**src/rtl/fc_link.sv**
```systemverilog
// Hand-off buffer between two fc_layer stages: streams producer elements into the consumer input buffer, then pulses start.
// Optional macro FC_LINK_RELU_EN clamps negative (two's complement) elements to zero on the way through.
module fc_link #(
  parameter int datatype_size = 8,
  parameter int output_size   = 784,
  parameter int input_size    = 784,
  localparam int AW = (input_size > 1) ? $clog2(input_size) : 1
) (
  input  logic                     clk,
  input  logic                     rst,
  input  logic                     i_func_valid,
  input  logic [datatype_size-1:0] i_func_data,
  output logic                     o_next_busy,
  input  logic                     i_cons_busy,
  output logic                     o_ibuf_we,
  output logic [datatype_size-1:0] o_ibuf_wr_data,
  output logic [AW-1:0]            o_ibuf_addr,
  output logic                     o_start,
  output logic                     o_overrun
);

  generate
    if (output_size != input_size) begin : g_size_mismatch
      $error("fc_link: output_size must equal input_size");
    end
  endgenerate

  typedef enum logic [1:0] {IDLE, FILL, WAIT, START} state_t;

  state_t                   r_state;
  logic [AW-1:0]            r_count;
  logic                     r_we;
  logic [AW-1:0]            r_addr;
  logic [datatype_size-1:0] r_data;
  logic                     r_start;
  logic                     r_overrun;

  logic                     w_accept;
  logic                     w_drop;
  logic                     w_last;
  logic [datatype_size-1:0] w_proc;

  assign o_next_busy = (r_state == WAIT) | (r_state == START) | i_cons_busy;
  assign w_accept    = i_func_valid & ~o_next_busy & ((r_state == IDLE) | (r_state == FILL));
  assign w_drop      = i_func_valid & o_next_busy;
  assign w_last      = (r_count == AW'(output_size - 1));

`ifdef FC_LINK_RELU_EN
  assign w_proc = i_func_data[datatype_size-1] ? '0 : i_func_data;
`else
  assign w_proc = i_func_data;
`endif

  always_ff @(posedge clk) begin
    if (rst) begin
      r_state   <= IDLE;
      r_count   <= '0;
      r_we      <= 1'b0;
      r_addr    <= '0;
      r_data    <= '0;
      r_start   <= 1'b0;
      r_overrun <= 1'b0;
    end else begin
      r_we    <= w_accept;
      r_start <= 1'b0;
      if (w_drop) begin
        r_overrun <= 1'b1;
      end
      // The counter wraps on the last element so the next frame starts at address 0.
      if (w_accept) begin
        r_addr <= r_count;
        r_data <= w_proc;
        if (w_last) begin
          r_count <= '0;
          r_state <= WAIT;
        end else begin
          r_count <= r_count + AW'(1);
          r_state <= FILL;
        end
      end
      case (r_state)
        WAIT: begin
          if (!i_cons_busy) begin
            r_state <= START;
            r_start <= 1'b1;
          end
        end
        START:   r_state <= IDLE;
        default: ;
      endcase
    end
  end

  assign o_ibuf_we      = r_we;
  assign o_ibuf_addr    = r_addr;
  assign o_ibuf_wr_data = r_data;
  assign o_start        = r_start;
  assign o_overrun      = r_overrun;

endmodule

```
**config.mk**
```make
export PLATFORM = sky130hd
export DESIGN_NAME = fc_link
export DESIGN_NICKNAME = d
export VERILOG_FILES = /design/src/rtl/fc_link.sv
export SDC_FILE = /design/constraint.sdc
export NUM_CORES = 1
export LEC_CHECK = 0
export ABC_AREA = 1
export CORE_MARGIN = 4
export CORE_UTILIZATION = 48
export DETAILED_ROUTE_END_ITERATION = 8
export MAX_ROUTING_LAYER = met4
export PLACE_DENSITY_LB_ADDON = 0.1
export SLEW_MARGIN = 30
export SYNTH_ARGS = -nofsm -noshare
export SYNTH_HDL_FRONTEND = slang
export SYNTH_SLANG_ARGS = --single-unit
```
**constraint.sdc**
```tcl
create_clock -name clk -period 2.2 [get_ports clk]
set_input_delay 0.33 -clock clk [delete_from_list [all_inputs] [get_ports clk]]
set_output_delay 0.33 -clock clk [all_outputs]
set_load 0.03 [all_outputs]
```
### After elaboration in Yosys (flattened, before gate mapping)

Index checks and enable logic that the tools add are counted.
W data, S select, Z words.

| storage, ports and cells | value |
|---|---|
| bits in registers | 33 |
| output and inout port bits | 22 |
| word-level logic and storage cells | 28 |

| cells by class | value |
|---|---|
| add/subtract/negate cells | 1 |
| equality and inequality tests | 4 |
| mux-type cells | 6 |
| bitwise gates (word level) | 8 |
| reductions and logical operators | 2 |

Operators with widths:

| kind | number |
|---|---|
| $add A10 B1 Y10 const B | 1 |
| $eq A10 B10 Y1 const B | 1 |
| $mux W10 | 1 |
| $mux W2 | 3 |
| $eq A2 B2 Y1 const B | 2 |
| $pmux W2 S2 | 1 |
| $and A1 B1 Y1 | 3 |
| $or A1 B1 Y1 | 3 |
| $eq A2 B1 Y1 const B | 1 |
| $logic_not A2 Y1 | 1 |
| $not A1 Y1 | 2 |
| $reduce_or A2 Y1 | 1 |
| $mux W1 | 1 |

### Depth between registers and ports, before layout

Gate-level depths: netlist of the first run.

| logic depth | value |
|---|---|
| depth in word-level cells | 9 |
| mapped depth | 8 |

### Least setup slack after synthesis of the first run

Ideal clock, no wire load.

| timing path | value |
|---|---|
| path type | reg-to-reg |
| start | register r_count[0] |
| end | register r_count[8] |
| setup time | 0.114 ns |
| arrival time | 1.109 ns |
| required time | 2.086 ns |
| path slack | 0.976 ns |
| stages on the path, launching flop included | 8 |
| buffers on the path | 0 |
| period minus slack after synthesis | 1.224 ns |
| cells stage by stage | dfxtp_1 ha_1 nand3_2 inv_2 nand3_1 nor2_2 xor2_1 nor2_1 |

| between the ends | value |
|---|---|
| longest elaborated chain between the ends | 2 |
| elaborated cells on any way between the ends | 3 |

RTL lines:

| item | line | source |
|---|---|---|
| start: declaration | 31 | `logic [AW-1:0] r_count;` |
| start signal: assignment | 77 | `r_count <= r_count + AW'(1);` |
| $add A10 B1 Y10 or $eq A10 B10 Y1 (tied branches) | 77, 46 |  |
| $mux W10 * | 73 | `if (w_last) begin` |

Every way passes the cells marked *; elsewhere a longest branch is shown, timed or not.
A chain may end at the register's enable or synchronous reset.

### Final worst setup path of the first run

| timing path | value |
|---|---|
| start | input i_cons_busy |
| end | output o_next_busy |

| between the ends | value |
|---|---|
| longest elaborated chain between the ends | 1 |

RTL lines:

| item | line | source |
|---|---|---|
| start: declaration | 14 | `input logic i_cons_busy,` |
| $or A1 B1 Y1 | 43 | `assign o_next_busy = (r_state == WAIT) \| (r_state == START) \| i_cons_busy;` |
| end: declaration | 13 | `output logic o_next_busy,` |

Every way passes these cells.

==> flow_summary.json, run 1 <==
{
  "status": "completed",
  "max_cap_viol_count": 0,
  "setup_ws_ns": 0.193,
  "cp_slowest_cell": "clkdlybuf4s50_1",
  "powerDensity_nw_per_um2": 638,
  "grt_use_met1_pct": 21.5,
  "holdCritStartpoint": "o_ibuf_addr[2]$_SDFFE_PP0N_",
  "finalWirelength_mm": 2.81,
  "grt_usage_pct": 17.8,
  "grt_max_degree": 23,
  "synth_top_area_share_pct": 49.3,
  "ys.flop_type": "dfxtp_1",
  "wire_per_inst_um": 11.9,
  "synth_commonest_cells": "36 x nor2_1, 33 x dfxtp_1, 24 x nand2_1",
  "crit_family": "buffers and inverters",
  "cp.required_ns": 1.87,
  "dp_hpwl_mm": 2.03,
  "whs_ns": 0.469,
  "ys_ff_latch": 33,
  "crit_buf_inv": 3,
  "slew_headroom_pct": 72.0,
  "synth_area_per_cell_um2": 7.97,
  "vdd_ir_drop_max_mv": 0.485,
  "final_layout_size_suffix_gt1_share_pct": 9.27,
  "seq_area_um2": 661,
  "crit_top_cell": "clkdlybuf4s50_1",
  "postSynthCellCount": 168,
  "start_util_pct": 52.1,
  "synthArstFlopShare_pct": 0,
  "cts_hold_buffers": 0,
  "ff2ff_path_depth": 8,
  "rows": 18,
  "die_h_um": 60.8,
  "netlist_area_um2": 1340,
  "fin_nets": 217,
  "critPathMaxFanout": 3,
  "min_path_cells": 2,
  "hold_viol": 0,
  "diodes": 0,
  "clock_path_buffers": 2,
  "setup_violations": 0,
  "top_usage_layer": "met2",
  "finalCriticalPeriod_ns": 2.01,
  "multi_input_area_um2": 581,
  "cp_data_arrival_time_ns": 1.68,
  "grt_pass1_wl_mm": 4.79,
  "tightestPinTransition_ns": 0.419,
  "cts_num_sinks": 33,
  "path_clk_slew_ns": 0.09,
  "rsz0062_at_grt": "false",
  "synth.area.top_cells": "dfxtp_1 49%, nor2_1 10%, nand2_1 6.7%",
  "synth_edf_count": 0,
  "detail_route.first_pass.iterations": 4,
  "synth_warnings": 0,
  "ctsHtreeMaxLevel": 2,
  "rrSetupSlack_ns": 0.77,
  "viasPerCell": 5.02,
  "globalRouteMet3Util_pct": 5.74,
  "dpl_cell_area_um2": 1680,
  "drt.antenna.violating_nets": 0,
  "n_fill_cell": 242,
  "reg2reg_from": "r_count[0]$_SDFFE_PP0N_",
  "insertion_delay_ns": 0.32,
  "io_buffers": 33,
  "ios": 34,
  "max_stage_delay_ns": 0.67,
  "use_met2_pct": 27.9,
  "r2r_end": "r_count[8]$_SDFFE_PP0N_",
  "fin_skew_ns": 0.00189,
  "power_leakage_nw": 0.663,
  "synth_area_leader_cell": "dfxtp_1",
  "synth_cell_types": 26,
  "fin_util_pct": 67.3,
  "fmax_mhz": 498,
  "finalSetupTns_ns": 0,
  "drt_drc_violations_left": 0,
  "place_ws_ns": 0.190,
  "fp.dieW_um": 60.8,
  "drt_iter0_markers": 46,
  "grt_pass1_vias": 1110,
  "path_cells": "clkdlybuf4s50_1 > nor2_4 > inv_1 > clkdlybuf4s50_1",
  "final-max-slew-violation-count": 0,
  "crit_type": "input pin to primary output",
  "die-area_um2": 3700,
  "core-area_um2": 2570,
  "hp-class": "flip-flop to flip-flop",
  "cts_setup_buffers": 0,
  "critPathCaptureType": "primary output",
  "cts_tree": "built",
  "min_to": "o_ibuf_addr[2]$_SDFFE_PP0N_",
  "power_mw": 1.10,
  "post-synth-top-count-cell": "nor2_1",
  "syn-num-nets": 181,
  "root_buffer": "clkbuf_4",
  "period_share_pct": 91.2,
  "cp-start-kind": "input pin",
  "synth_seq_area_share_pct": 49.3,
  "cts-buffers-inserted": 5,
  "final_cell_area_um2": 1730,
  "vias": 1179,
  "antenna_found_initial": 0,
  "stdcell_count": 235,
  "grt_overflow": 0,
  "gp_congestion": 0.866,
  "cts-resized-gates": 0,
  "dp_cells": 227,
  "area_delta_synth_final_pct": 29.1
}
## how the worst max path moves through the flow
stage                                        from                       to  depth (start not counted)
after detailed placement              i_cons_busy              o_next_busy                          4
after CTS                             i_cons_busy              o_next_busy                          4
final                                 i_cons_busy              o_next_busy                          4
after global placement                i_cons_busy              o_next_busy                          4
after floorplan           r_count[0]$_SDFFE_PP0N_  r_count[8]$_SDFFE_PP0N_                          7
after global routing                  i_cons_busy              o_next_busy                          4
## logic make-up after synthesis
family / share of synthesized area [%]
XOR/XNOR: 3.27
AO/OA/AOI/OAI: 12.3
buffers and inverters: 7.29
AND/OR/NAND/NOR: 26.8
flip-flops: 49.3
adder cells (fa/ha/maj): 0.934
## tightest hold or removal path, stage by stage (launching register included)
cell,delay [ns]
dfxtp_1,0.32
nand2_1,0.06
a21oi_1,0.05
## routing by layer
layer	routed length (um)	up-vias	share of wire (%)
met5	0	-	0
met4	30	0	1.1
met3	212	4	7.6
met2	1340	34	48
met1	1220	536	44
li1	-	605	-
## power by group
group	leakage [nW]	switching [mW]	total, mW	internal [mW]
combinational	0.367	0.0926	0.162	0.0691
sequential	0.269	0.0128	0.632	0.620
clock	0.0265	0.181	0.308	0.127
total	0.663	0.286	1.10	0.816
## area by class of cell
| type | instances | share of cell area (%) |
|---|---|---|
| repair buffers | 35 | 20.0 |
| inverters | 14 | 3.19 |
| flip-flops and latches | 33 | 38.2 |
| clock buffers | 8 | 2.82 |
| well taps | 30 | 2.17 |
| multi-input cells | 115 | 33.6 |
## sequential cells by signal (all words and copies together) (netlist names), named ones only
signal / count
r_count: 10
o_ibuf_wr_data: 8
o_ibuf_addr: 10
o_overrun: 1
o_start: 1
o_ibuf_we: 1
r_state: 1
## cells in the final DEF, fill, tap and decap left out, types with 3 or more instances in the layout
cell             Yosys  final
nand2_1             24     24
a21oi_1             15     15
clkbuf_1             2      3
clkdlybuf4s50_1      0     33
o21ai_0             15     15
nand3_1              5      5
inv_1               12     12
clkbuf_4             0      5
dfxtp_1             33     33
nor2_1              36     36
nor2_4               3      3
xor2_1               4      4
Power figures use the tool's default switching activity.
==> run 2: changes to the inputs <==
- CAP_MARGIN: not set -> 20
- DONT_BUFFER_PORTS: not set -> 1
==> run 2 against run 1 <==
  * Register-to-register slack lost 0.05 ns
  * Sequential power grew 6.5%
  * Clock skew grew 0.0097 ns
  * Sequential share of layout area grew 9.3 points
  * Largest cell class unchanged
  * Sequential cell count is the same
  * Via count shrank 12%
  * Worst setup slack gained 0.53 ns
  * Count of clock-buffer cells in the layout shrank 1
  * Final cell count shrank 15%
  * Clock power grew 11%
  * Global-route usage shrank 1.4 points
  * Hold slack lost 0.42 ns
==> flow_summary.json, run 2 (synthesized netlist as in run 1, its figures left out) <==
{
  "critPathMaxFanout": 26,
  "clock_path_buffers": 2,
  "root_buffer": "clkbuf_4",
  "path_cells": "nor2_4 > nand2_4 > inv_4 > nand2_2 > nor2_2 > xor2_1 > nor2_1",
  "cp.required_ns": 2.43,
  "power_leakage_nw": 0.538,
  "drt_drc_violations_left": 0,
  "vdd_ir_drop_max_mv": 0.534,
  "power_mw": 1.07,
  "globalRouteMet3Util_pct": 7.23,
  "detail_route.first_pass.iterations": 4,
  "holdCritStartpoint": "rst",
  "start_util_pct": 52.1,
  "grt_pass1_wl_mm": 4.26,
  "max_stage_delay_ns": 0.35,
  "slew_headroom_pct": 73.2,
  "drt_iter0_markers": 76,
  "finalWirelength_mm": 2.53,
  "grt_max_degree": 27,
  "fin_skew_ns": 0.0116,
  "finalSetupTns_ns": 0,
  "grt_use_met1_pct": 17.4,
  "antenna_found_initial": 0,
  "crit_buf_inv": 1,
  "fin_nets": 182,
  "cp-start-kind": "flip-flop",
  "cts_num_sinks": 33,
  "min_path_cells": 1,
  "top_usage_layer": "met2",
  "cp_slowest_cell": "dfxtp_1",
  "final_common_cell": "nor2_1",
  "fp.dieW_um": 60.8,
  "wire_per_inst_um": 12.7,
  "vias": 1036,
  "grt_pass1_vias": 975,
  "grt_usage_pct": 16.4,
  "ctsHtreeMaxLevel": 2,
  "die_h_um": 60.8,
  "period_share_pct": 67.1,
  "grt_overflow": 0,
  "area_delta_synth_final_pct": 3.74,
  "rows": 18,
  "crit_family": "simple AND/OR/NAND/NOR gates",
  "die-area_um2": 3700,
  "core-area_um2": 2570,
  "cts-resized-gates": 0,
  "rrSetupSlack_ns": 0.72,
  "drt.antenna.violating_nets": 0,
  "cts_hold_buffers": 0,
  "powerDensity_nw_per_um2": 772,
  "io_buffers": 0,
  "final-max-slew-violation-count": 0,
  "r2r_end": "r_count[8]$_SDFFE_PP0N_",
  "final_cell_mix": "36 x nor2_1, 33 x dfxtp_1, 24 x nand2_1, 15 x a21oi_1, 15 x o21ai_0",
  "tightestPinTransition_ns": 0.401,
  "status": "completed",
  "diodes": 0,
  "cp_data_arrival_time_ns": 1.71,
  "path_clk_slew_ns": 0.10,
  "insertion_delay_ns": 0.34,
  "cts_tree": "built",
  "viasPerCell": 5.21,
  "cts_setup_buffers": 0,
  "finalCriticalPeriod_ns": 1.48,
  "cts-buffers-inserted": 5,
  "hp-class": "input pin to flip-flop",
  "rsz0062_at_grt": "false",
  "max_cap_viol_count": 0,
  "ff2ff_path_depth": 7,
  "final_layout_size_suffix_gt1_share_pct": 10.7,
  "min_to": "r_count[6]$_SDFFE_PP0N_",
  "dp_hpwl_mm": 1.83,
  "fmax_mhz": 678,
  "gp_congestion": 0.832,
  "setup_violations": 0,
  "critPathCaptureType": "flip-flop",
  "ios": 34,
  "crit_type": "flip-flop to flip-flop",
  "hold_viol": 0,
  "use_met2_pct": 26.3
}
-- run 2: worst max path at each step --
stage / slack [ns] / startpoint / end / cells after the start
6_report: 0.72 / flip-flop / r_count[8]$_SDFFE_PP0N_ / 7
3_5_place_dp: 0.73 / flip-flop / r_count[8]$_SDFFE_PP0N_ / 7
4_1_cts: 0.72 / flip-flop / r_count[8]$_SDFFE_PP0N_ / 7
5_1_grt: 0.60 / flip-flop / r_count[8]$_SDFFE_PP0N_ / 7
3_3_place_gp: 0.79 / flip-flop / r_count[8]$_SDFFE_PP0N_ / 7
2_1_floorplan: 0.98 / r_count[0]$_SDFFE_PP0N_ / r_count[8]$_SDFFE_PP0N_ / 7
-- run 2: area by class of cell --
type	instances	area (um^2)
tap	30	37.5
inverter	14	55.1
multi-input combinational	115	581
sequential	33	661
fill	266	1180
clock buffer	7	55.1
-- run 2: worst register-to-register path: cells and delay by family, from the launching register on --
family,cells,cell delay (ns)
AND/OR/NAND/NOR,5,0.61
flip-flops,1,0.35
buffers and inverters,1,0.27
XOR/XNOR,1,0.14
-- run 2: metal layers --
layer  vias to the layer above  part of all wire [%]
met2                        33                    44
met4                         0                   2.1
met3                         6                    10
li1                        544                     -
met5                         -                     0
met1                       453                    43
-- run 2: per-stage QoR --
step                hold WS [ns]  area (um^2)  setup slack [ns]  cells  util [%]
detailed placement         0.402         1330             0.730    192      51.9
CTS                       0.0347         1390             0.715    199      54.1
global placement           0.401         1330             0.793    192      51.9
global route              0.0254         1390             0.603    199      54.1
floorplan                  0.399         1340             0.976    168         -
finish                    0.0501         1390             0.725    199      54.1
-- run 2: report_power, final --
| group | switching (mW) | internal, mW |
|---|---|---|
| Combinational | 0.0379 | 0.0179 |
| Clock | 0.192 | 0.151 |
| Sequential | 0.0535 | 0.620 |
| Total | 0.284 | 0.788 |
==> run 3: changes to the inputs <==
- clock period: 2.2 -> 1.25 ns (I/O delays scaled with it)
==> run 3 against run 2 <==
  * The run now ends with hold timing left
  * Critical path depth did not move
  * Combinational power rose to 2.8 times the previous value
  * Routed wire length increased by 16%
  * Global-route usage increased by 1.4 points
  * Critical endpoint unchanged
==> flow_summary.json, run 3 (synthesized netlist as in run 1, its figures left out) <==
{
  "status": "finished, violations left",
  "violations": "hold timing",
  "grt_use_met1_pct": 20.3,
  "grt_overflow": 0,
  "cp_data_arrival_time_ns": 1.44,
  "clock_path_buffers": 2,
  "cts_num_sinks": 33,
  "final_layout_size_suffix_gt1_share_pct": 25.9,
  "cts_tree": "built",
  "slew_headroom_pct": 71.3,
  "rows": 18,
  "die-area_um2": 3700,
  "final_cell_area_um2": 1590,
  "holdCritStartpoint": "rst",
  "fmax_mhz": 829,
  "ff2ff_path_depth": 7,
  "hp-class": "input pin to flip-flop",
  "max_cap_viol_count": 0,
  "fin_skew_ns": 0.00765,
  "intPower_mw": 1.48,
  "grt_usage_pct": 17.9,
  "grt_pass1_wl_mm": 4.63,
  "crit_start": "r_count[1]$_SDFFE_PP0N_",
  "whs_ns": -0.101,
  "tightestPinTransition_ns": 0.430,
  "rsz0062_at_grt": "true",
  "critPathMaxFanout": 2,
  "setup_violations": 0,
  "globalRouteMet3Util_pct": 6.17,
  "r2r_end": "r_count[8]$_SDFFE_PP0N_",
  "switchingPower_uw": 529,
  "io_buffers": 0,
  "gp_congestion": 0.855,
  "finalSetupTns_ns": 0,
  "powerDensity_nw_per_um2": 1260,
  "area_delta_synth_final_pct": 18.5,
  "antenna_found_initial": 0,
  "cts-buffers-inserted": 5,
  "drt_drc_violations_left": 0,
  "rrSetupSlack_ns": 0.04,
  "viasPerCell": 5.16,
  "final-max-slew-violation-count": 0,
  "start_util_pct": 52.1,
  "critPathCaptureType": "flip-flop",
  "drt_iter0_markers": 45,
  "power_leakage_nw": 0.651,
  "power_switching_share_pct": 26.4,
  "p_seq_share_pct": 58.3,
  "combPwrFrac_pct": 7.7,
  "detail_route.first_pass.iterations": 4,
  "finalCriticalPeriod_ns": 1.21,
  "die_h_um": 60.8,
  "dpl_cell_area_um2": 1420,
  "drt.antenna.violating_nets": 0,
  "use_met2_pct": 28.1,
  "cp.required_ns": 1.48,
  "final_common_cell": "nor2_1",
  "final_cell_mix": "34 x nor2_1, 26 x dfxtp_1, 24 x nand2_1, 14 x a21oi_1, 14 x buf_4",
  "grt_pass1_vias": 1029,
  "period_share_pct": 96.5,
  "hold_viol": 15,
  "cp-endpoint": "r_count[8]$_SDFFE_PP0N_",
  "finalWirelength_mm": 2.93,
  "core-area_um2": 2570,
  "vdd_ir_drop_max_mv": 1.10,
  "root_buffer": "clkbuf_4",
  "cp-start-kind": "flip-flop",
  "p_clk_share_pct": 34.0,
  "top_usage_layer": "met2",
  "reg2reg_from": "r_count[1]$_SDFFE_PP0N_",
  "insertion_delay_ns": 0.34,
  "grt_max_degree": 18,
  "fin_nets": 197,
  "ctsHtreeMaxLevel": 2,
  "wire_per_inst_um": 13.6,
  "ios": 34,
  "crit_type": "flip-flop to flip-flop",
  "dp_hpwl_mm": 2.07,
  "fp.dieW_um": 60.8,
  "diodes": 0,
  "path_clk_slew_ns": 0.10,
  "vias": 1109
}
## run 3: cell types whose count changed in the layout (fill, tap and decap cells not counted), moves of 2 or more
cell and delta:
dfxtp_2 +7, dfxtp_1 -7, o21ai_0 -2, buf_4 +14
nor2_1 -2, o21ai_1 +2
## run 3: area by class of cell
type | count | area, um^2
well taps | 30 | 37.5
multi-input cells | 115 | 633
inverters | 14 | 60.1
flip-flops and latches | 33 | 669
repair buffers | 15 | 116
clock buffers | 7 | 65.1
clock inverters | 1 | 5.00
fillers | 243 | 981
## run 3: metal layers
metal	up-vias	wire length (um)
met1	501	1250
met3	9	223
met2	30	1400
li1	569	-
met5	-	0
met4	0	57
## run 3: worst min path at each step
stage                                       end  depth (start not counted)  slack [ns]
floorplan           o_ibuf_addr[0]$_SDFFE_PP0N_                          1        0.26
global placement    o_ibuf_addr[0]$_SDFFE_PP0N_                          1        0.26
detailed placement  o_ibuf_addr[0]$_SDFFE_PP0N_                          1        0.26
CTS                     r_count[1]$_SDFFE_PP0N_                          1       -0.11
global route            r_count[1]$_SDFFE_PP0N_                          1       -0.13
finish                  r_count[5]$_SDFFE_PP0N_                          1       -0.10
## run 3: worst max-delay path: stages (launching register included)
cell,delay (ns)
dfxtp_2,0.38
ha_4,0.16
nand3_4,0.09
inv_4,0.07
nand3_2,0.07
nor2_2,0.13
xor2_1,0.15
nor2_1,0.06
## run 3: per-stage QoR
stage	utilization, %	hold slack, ns	std cells	power (mW)	setup slack [ns]
6_report	61.8	-0.101	215	2.01	0.0438
5_1_grt	61.8	-0.127	215	2.10	-0.0185
4_1_cts	58.7	-0.114	212	2.01	-0.00282
3_5_place_dp	55.2	0.261	203	1.34	0.0211
3_3_place_gp	55.2	0.259	203	1.33	0.0705
2_1_floorplan	-	0.257	168	1.30	0.0265
## run 3: timing repair
item | 4_1_cts | 5_1_grt
gates resized for setup | 4 | 19
pin swaps | 1 | 7
hold endpoints to repair | 13 | 15
endpoints found under the setup margin | 2 | 14
setup buffers | 1 | 3
## run 3: power groups by stage
stage	Sequential, mW	Combinational, mW	Clock, mW
3_3_place_gp	1.19	0.140	0
2_1_floorplan	1.20	0.0975	0
4_1_cts	1.17	0.146	0.700
3_5_place_dp	1.19	0.145	0
5_1_grt	1.17	0.174	0.754
6_report	1.17	0.155	0.682
